File: config.mk
export PLATFORM = sky130hd
export DESIGN_NAME = instr_prefetch_buffer
export DESIGN_NICKNAME = d
export VERILOG_FILES = /design/src/rtl/instr_prefetch_buffer.sv
export SDC_FILE = /design/constraint.sdc
export NUM_CORES = 1
export LEC_CHECK = 0
export CORE_MARGIN = 2
export CORE_UTILIZATION = 50
export CTS_BUF_LIST = sky130_fd_sc_hd__clkbuf_2 sky130_fd_sc_hd__clkbuf_4 sky130_fd_sc_hd__clkbuf_8
export CTS_CLUSTER_SIZE = 40
export DETAILED_ROUTE_END_ITERATION = 12
export PLACE_DENSITY = 0.74
export SYNTH_ARGS = -nofsm -noshare
export SYNTH_HDL_FRONTEND = slang
export SYNTH_SLANG_ARGS = --single-unit
File: constraint.sdc
create_clock -name clk -period 2.6 [get_ports clk]
set_input_delay 0.52 -clock clk [delete_from_list [all_inputs] [get_ports clk]]
set_output_delay 0.52 -clock clk [all_outputs]
set_load 0.1 [all_outputs]
File: src/rtl/instr_prefetch_buffer.sv
// Instruction prefetch buffer: issues sequential imem reads and queues (instr, pc) pairs for the core.
// Optional PREFETCH_BYPASS_EN forwards a response straight to the outputs when the FIFO is empty.
module instr_prefetch_buffer #(
    parameter int unsigned DEPTH    = 4,
    parameter logic [31:0] RESET_PC = 32'h0
) (
    input  logic                       clk,
    input  logic                       reset,
    output logic                       imem_en,
    output logic [31:0]                imem_addr,
    input  logic [31:0]                imem_rdata,
    input  logic                       redirect,
    input  logic [31:0]                redirect_pc,
    output logic                       out_valid,
    input  logic                       out_ready,
    output logic [31:0]                out_instr,
    output logic [31:0]                out_pc,
    output logic [$clog2(DEPTH+1)-1:0] count
);
    localparam int unsigned PW = $clog2(DEPTH);
    localparam int unsigned CW = $clog2(DEPTH+1);
    localparam logic [CW:0] DEPTH_OCC = (CW+1)'(DEPTH);

    logic [31:0]   fetch_pc_q, fetch_pc_d;
    logic          inflight_q, inflight_d;
    logic [31:0]   inflight_pc_q, inflight_pc_d;
    logic [PW-1:0] rd_ptr_q, rd_ptr_d;
    logic [PW-1:0] wr_ptr_q, wr_ptr_d;
    logic [CW-1:0] count_q, count_d;
    logic [31:0]   mem_instr_q [DEPTH];
    logic [31:0]   mem_instr_d [DEPTH];
    logic [31:0]   mem_pc_q    [DEPTH];
    logic [31:0]   mem_pc_d    [DEPTH];

    logic [CW:0] occ;
    logic        resp;
    logic        push;
    logic        pop;
    logic        bypass_take;

    always_comb begin
        // Guard counts the outstanding read but never credits a same-cycle pop.
        occ       = {1'b0, count_q} + {{CW{1'b0}}, inflight_q};
        imem_en   = !reset && !redirect && (occ < DEPTH_OCC);
        imem_addr = fetch_pc_q;
        resp      = inflight_q && !redirect && !reset;

        out_valid   = (count_q != '0);
        out_instr   = mem_instr_q[rd_ptr_q];
        out_pc      = mem_pc_q[rd_ptr_q];
        bypass_take = 1'b0;
`ifdef PREFETCH_BYPASS_EN
        if (count_q == '0 && resp) begin
            out_valid   = 1'b1;
            out_instr   = imem_rdata;
            out_pc      = inflight_pc_q;
            bypass_take = out_ready;
        end
`endif
        push  = resp && !bypass_take;
        pop   = (count_q != '0) && out_ready && !redirect;
        count = count_q;

        fetch_pc_d    = fetch_pc_q;
        inflight_d    = imem_en;
        inflight_pc_d = inflight_pc_q;
        rd_ptr_d      = rd_ptr_q;
        wr_ptr_d      = wr_ptr_q;
        count_d       = count_q;
        mem_instr_d   = mem_instr_q;
        mem_pc_d      = mem_pc_q;

        if (imem_en) begin
            fetch_pc_d    = fetch_pc_q + 32'd1;
            inflight_pc_d = fetch_pc_q;
        end

        if (push) begin
            mem_instr_d[wr_ptr_q] = imem_rdata;
            mem_pc_d[wr_ptr_q]    = inflight_pc_q;
            wr_ptr_d              = wr_ptr_q + PW'(1);
        end
        if (pop) begin
            rd_ptr_d = rd_ptr_q + PW'(1);
        end
        case ({push, pop})
            2'b10:   count_d = count_q + CW'(1);
            2'b01:   count_d = count_q - CW'(1);
            default: count_d = count_q;
        endcase

        if (redirect) begin
            fetch_pc_d = redirect_pc;
            inflight_d = 1'b0;
            rd_ptr_d   = '0;
            wr_ptr_d   = '0;
            count_d    = '0;
        end
    end

    always_ff @(posedge clk) begin
        if (reset) begin
            fetch_pc_q    <= RESET_PC;
            inflight_q    <= 1'b0;
            inflight_pc_q <= '0;
            rd_ptr_q      <= '0;
            wr_ptr_q      <= '0;
            count_q       <= '0;
        end else begin
            fetch_pc_q    <= fetch_pc_d;
            inflight_q    <= inflight_d;
            inflight_pc_q <= inflight_pc_d;
            rd_ptr_q      <= rd_ptr_d;
            wr_ptr_q      <= wr_ptr_d;
            count_q       <= count_d;
        end
    end

    // Storage needs no reset: entries are only visible while counted.
    always_ff @(posedge clk) begin
        mem_instr_q <= mem_instr_d;
        mem_pc_q    <= mem_pc_d;
    end
endmodule

**Yosys cells after proc, flatten, opt, wreduce, memory -nomap -nowiden**

Index checks and enable logic that the tools add are counted.
W data, S select, Z words.

- Flip-flop bits (word level): 328
- Input port bits: 68
- Output and inout bits: 101
- Word-level logic and storage cells: 54

- $add $sub $neg: 6
- Magnitude comparators: 4
- Equal/unequal tests: 2
- Muxes and demuxes: 13
- Bitwise logic cells: 2
- Reductions and logical operators: 13

Operator list:

| operator | number |
|---|---|
| $bwmux W128 | 2 |
| $mux W32 | 7 |
| $bmux W32 S2 | 2 |
| $demux W32 S2 | 1 |
| $add A32 B1 Y32 const B | 1 |
| $logic_and A1 B1 Y1 | 7 |
| $ge A3 B3 Y1 const B | 2 |
| $not A2 Y3 | 2 |
| $pmux W3 S2 | 1 |
| $add A2 B1 Y2 const B | 2 |
| $add A3 B1 Y4 | 1 |
| $lt A4 B3 Y1 const B | 1 |
| $reduce_bool A2 Y1 | 2 |
| $add A3 B1 Y3 const B | 1 |
| $lt A3 B1 Y1 const B | 1 |
| $reduce_bool A3 Y1 | 1 |
| $sub A3 B1 Y3 const B | 1 |
| $eq A2 B1 Y1 const B | 1 |
| $eq A2 B2 Y1 const B | 1 |
| $logic_not A1 Y1 | 2 |
| $reduce_or A2 Y1 | 1 |

**Depth between registers and ports, before layout**

- Depth after elaboration: 6
- Gate-level depth with buffers: 9
- Depth with buffers taken out: 8

**Least setup slack after synthesis**

OpenSTA, ideal clock, no wires.

- Kind: register -> register
- From: register count_q[0] (netlist: count[0])
- To: register count_q[2] (netlist: count[2])
- Arrival time: 3,367 ps
- Path slack: -838 ps
- Stages on the path, launching flop included: 9
- Period minus slack after synthesis: 3,438 ps
- Cells stage by stage: dfxtp_1 or3_1 and3_1 ha_1 inv_1 fa_1 xor2_1 or3_1 a21oi_1

- Longest elaborated chain between the ends: 5
- Elaborated cells on any way between the ends: 9

RTL lines:

| element | RTL line | source |
|---|---|---|
| start: declaration | 29 | `logic [CW-1:0] count_q, count_d;` |
| start signal: assignment | 115 | `count_q <= count_d;` |
| $reduce_bool A3 Y1 (*) | n/a |  |
| via out_valid | 14 | `output logic out_valid,` |
| $logic_and A1 B1 Y1 (*) (2 in a row) | 61 | `pop = (count_q != '0) && out_ready && !redirect;` |
| via pop | 38 | `logic pop;` |
| $eq A2 B1 Y1 / $eq A2 B2 Y1 (equally long branches) | 86 | `case ({push, pop})` |
| $pmux W3 S2 / $reduce_bool A2 Y1 (equally long branches) | n/a |  |

Mark *: on every way through the listed nets, which the timed path passes. The rest lies on a longest branch.
A chain may end at the register's enable or synchronous reset.

**Worst setup path in the final report**

- From: register rd_ptr_q[0]
- To: output out_pc[13]

- Longest elaborated chain between the ends: 4

RTL lines:

| element | RTL line | source |
|---|---|---|
| start: declaration | 27 | `logic [PW-1:0] rd_ptr_q, rd_ptr_d;` |
| start signal: assignment | 113 | `rd_ptr_q <= rd_ptr_d;` |
| $not A2 Y3 (not written as such) | 50 | `out_pc = mem_pc_q[rd_ptr_q];` |
| $bmux W32 S2 | 50 |  |
| $mux W32 (not written as such) (2 in a row) | 50 |  |
| end: declaration | 17 | `output logic [31:0] out_pc,` |

No other way between the ends. The select of a mux whose other input is x is not followed.

==> run summary <==
CP Class: flop to primary output
Lkg Pwr: 5.70 nW
residual DRC count: 0
most common cell type on the critical path: buf_12
largest net degree at the start of global routing: 65
Via Count: 7400
critical path required time: 2.08 ns
# setup viols final: 0
CTS Buf Count: 51
HPWL after detailed placement: 17300 um
Seq/Total Area, Yosys: 72.2%
Post-synth ARST share: 0%
Yosys reg bits: 328
Hold Vio Cnt, Final: 0
Least-Margin Pin Slew: 0.696 ns
WL per Instance: 19.6 um
DR iter-0 viols: 527
crit path from: rd_ptr_q[0]
Mapped Nets: 832
Largest stage delay, worst path: 0.61 ns
nets: 1052
crit start category: flop
Hold Crit Start: reset
post-route setup TNS: 0 ns
Design Area, Final: 16500 um2
reg-to-reg startpoint: imem_addr[11]
area of the mapped netlist: 12600 um2
min Tclk post-route: 2.53 ns
Critical Path AT: 2.01 ns
Pwr Total: 10.7 mW
CTS root buffer: clkbuf_8
fmax: 0.396 GHz
Via density: 5.49
outcome: finished, final reports clean
Worst Setup End Kind: primary output
ys flop type: edfxtp_1
H-tree depth: 2
Synth cell types: 51
Peak VDD IR: 340 uV
Antenna diodes: 0
Clock Sinks: 328
DIE AREA: 26600 um2
DRT antenna net count: 0
DR pass1 iterations: 4
final worst-path cycle share: 97.2%
I/O pins: 169
critical path cell sequence: buf_12, mux4_2, buf_12
Worst path slowest cell: mux4_2
Final Wtd Congestion: 0.889
Slew headroom: 53.6%
CTS tree: done
busiest grt layer: met2
routing usage on met1: 28.4%
Cell Pwr Density: 645 nW/um2
CTS Hold Bufs: 0
Site Rows: 58
die span in x: 163 um
YS warnings: 0
post-synth top area share: 60.8%
CORE AREA: 25000 um2
area grow syn2layout: 30.7%
grt met3 use: 4.79%
CTS clk-pin slew, worst paths: 0.06 ns
Post-Synthesis Cells: 757
Vert. Die Dim: 163 um
Clk Latency, worst-skew pair: 0.58 ns
dominant cells by area after synthesis: edfxtp_1 61%, dfxtp_1 11%, mux4_2 11%, nand2_1 2.7%, a21oi_1 1.9%
dominant cell type by area after synthesis: edfxtp_1
Max FO, Critical Path: 16
first-pass GRT wire length: 41400 um
Max-cap violations: 0
syn_area_per_cell: 16.7 um2
EDFF count, synth: 256
number of global-route vias before repair: 7515
Routed WL: 26500 um
Crit path max-delay family: multiplexers
Longest Clk Path Bufs: 3
share of layout cells above drive strength 1: 30.6%
clk_skew: 0.0298 ns
Starting Density: 50.6%
Overflow after GRT: 0
total track usage: 20.4%
Worst Hold Class: primary input to flop
unrepaired setup endpoints after global routing: true
PortBufs: 168
Buf+Inv Stages, Crit Path: 2
grt met2 use: 32.6%
Pins Over Slew Limit: 0
antenna violations before repair: 0
dpl cell area: 15500 um2
[per-layer routing]
metal | vias up | wire (um)
met5 | - | 0
li1 | 3398 | -
met2 | 296 | 12800
met4 | 0 | 487
met1 | 3657 | 11200
met3 | 49 | 1970
[placed cells by master, fill, tap and decap left out, types with 5 or more instances in the layout]
| master | netlist | layout |
|---|---|---|
| mux4_2 | 64 | 64 |
| dfxtp_1 | 72 | 67 |
| xor2_1 | 14 | 14 |
| buf_12 | 0 | 75 |
| o21ai_0 | 5 | 5 |
| inv_1 | 9 | 9 |
| nand3_1 | 15 | 15 |
| or3_1 | 6 | 5 |
| nor2_1 | 28 | 28 |
| clkdlybuf4s50_1 | 0 | 66 |
| a21oi_1 | 48 | 48 |
| clkinv_1 | 1 | 13 |
| nor3_1 | 7 | 7 |
| clkinv_2 | 0 | 5 |
| nand2_1 | 91 | 91 |
| clkbuf_4 | 0 | 21 |
| xnor2_1 | 15 | 15 |
| a211oi_1 | 9 | 9 |
| clkbuf_8 | 1 | 53 |
| ha_1 | 6 | 6 |
| buf_4 | 0 | 61 |
| edfxtp_1 | 256 | 256 |
| nand4_1 | 11 | 11 |
| o22ai_1 | 7 | 7 |
[layout make-up]
cell class,count,area [um2]
multi-input combinational,380,3300
sequential,328,9140
clock buffer,74,887
clock inverter,20,92.6
tap,330,413
inverter,11,41.3
timing repair buffer,205,2650
fill,1731,8440
[worst min-delay path, cell delays in order]
cell,delay [ns]
buf_2,0.09
nor2_1,0.07
nand2_2,0.08
inv_2,0.10
nand2_1,0.09
a21oi_1,0.05
[cell families (layout without fill, tap and decap cells)]
family | count (synthesis) | in the layout | share of synthesized area [%]
flops | 328 | 328 | 72.2
xor+xnor | 29 | 29 | 2.01
fa+ha+maj | 7 | 7 | 0.752
buf+inv | 49 | 310 | 1.80
compound gates | 84 | 84 | 3.99
mux | 69 | 69 | 11.8
simple gates | 191 | 191 | 7.40
[through the flow]
stage	hold slack [ns]	instances	utilization (%)	setup slack [ns]
floorplan	0.454	757	-	-0.0304
global placement	0.479	1251	62.1	0.114
detailed placement	0.481	1251	62.1	0.101
CTS	0.456	1346	66.1	0.0205
global route	0.474	1348	66.2	-0.0210
finish	0.483	1348	66.2	0.0717
[where the power goes]
part	internal, mW	leakage, nW	switching (mW)
logic	0.273	2.09	0.558
clock network	2.19	0.516	1.87
registers	5.70	3.10	0.0775
[registers in the layout, summed over array words and instances (netlist names)]
| name | flops |
|---|---|
| inflight_q | 1 |
| mem_instr_q | 128 |
| inflight_pc_q | 32 |
| count | 3 |
| mem_pc_q | 128 |
| wr_ptr_q | 2 |
| imem_addr | 32 |
| rd_ptr_q | 2 |
[synthesized netlist by cell type, types with 7 or more instances]
cell type,n
and3_2,8
nand2_1,91
clkbuf_1,20
a211oi_1,9
o22ai_1,7
mux4_2,64
nor2_1,28
edfxtp_1,256
xor2_1,14
inv_1,9
dfxtp_1,72
nand4_1,11
xnor2_1,15
nor3_1,7
nand3_1,15
buf_2,9
a21oi_1,48
[path summary, 6_finish.rpt]
kind	end	slack [ns]	depth (start not counted)
max reg2reg	imem_addr[20]	0.40	5
min reg2reg	mem_pc_q[110]	0.49	0
min	inflight_pc_q[30]	0.48	6
max	out_pc[13]	0.07	3
[repair_timing]
action	4_1_cts	5_1_grt
resized for setup	0	1
setup buffers	1	2
pin swaps	0	1
endpoints found under the setup margin	57	9
No activity file was read; power rests on OpenSTA's default activity.
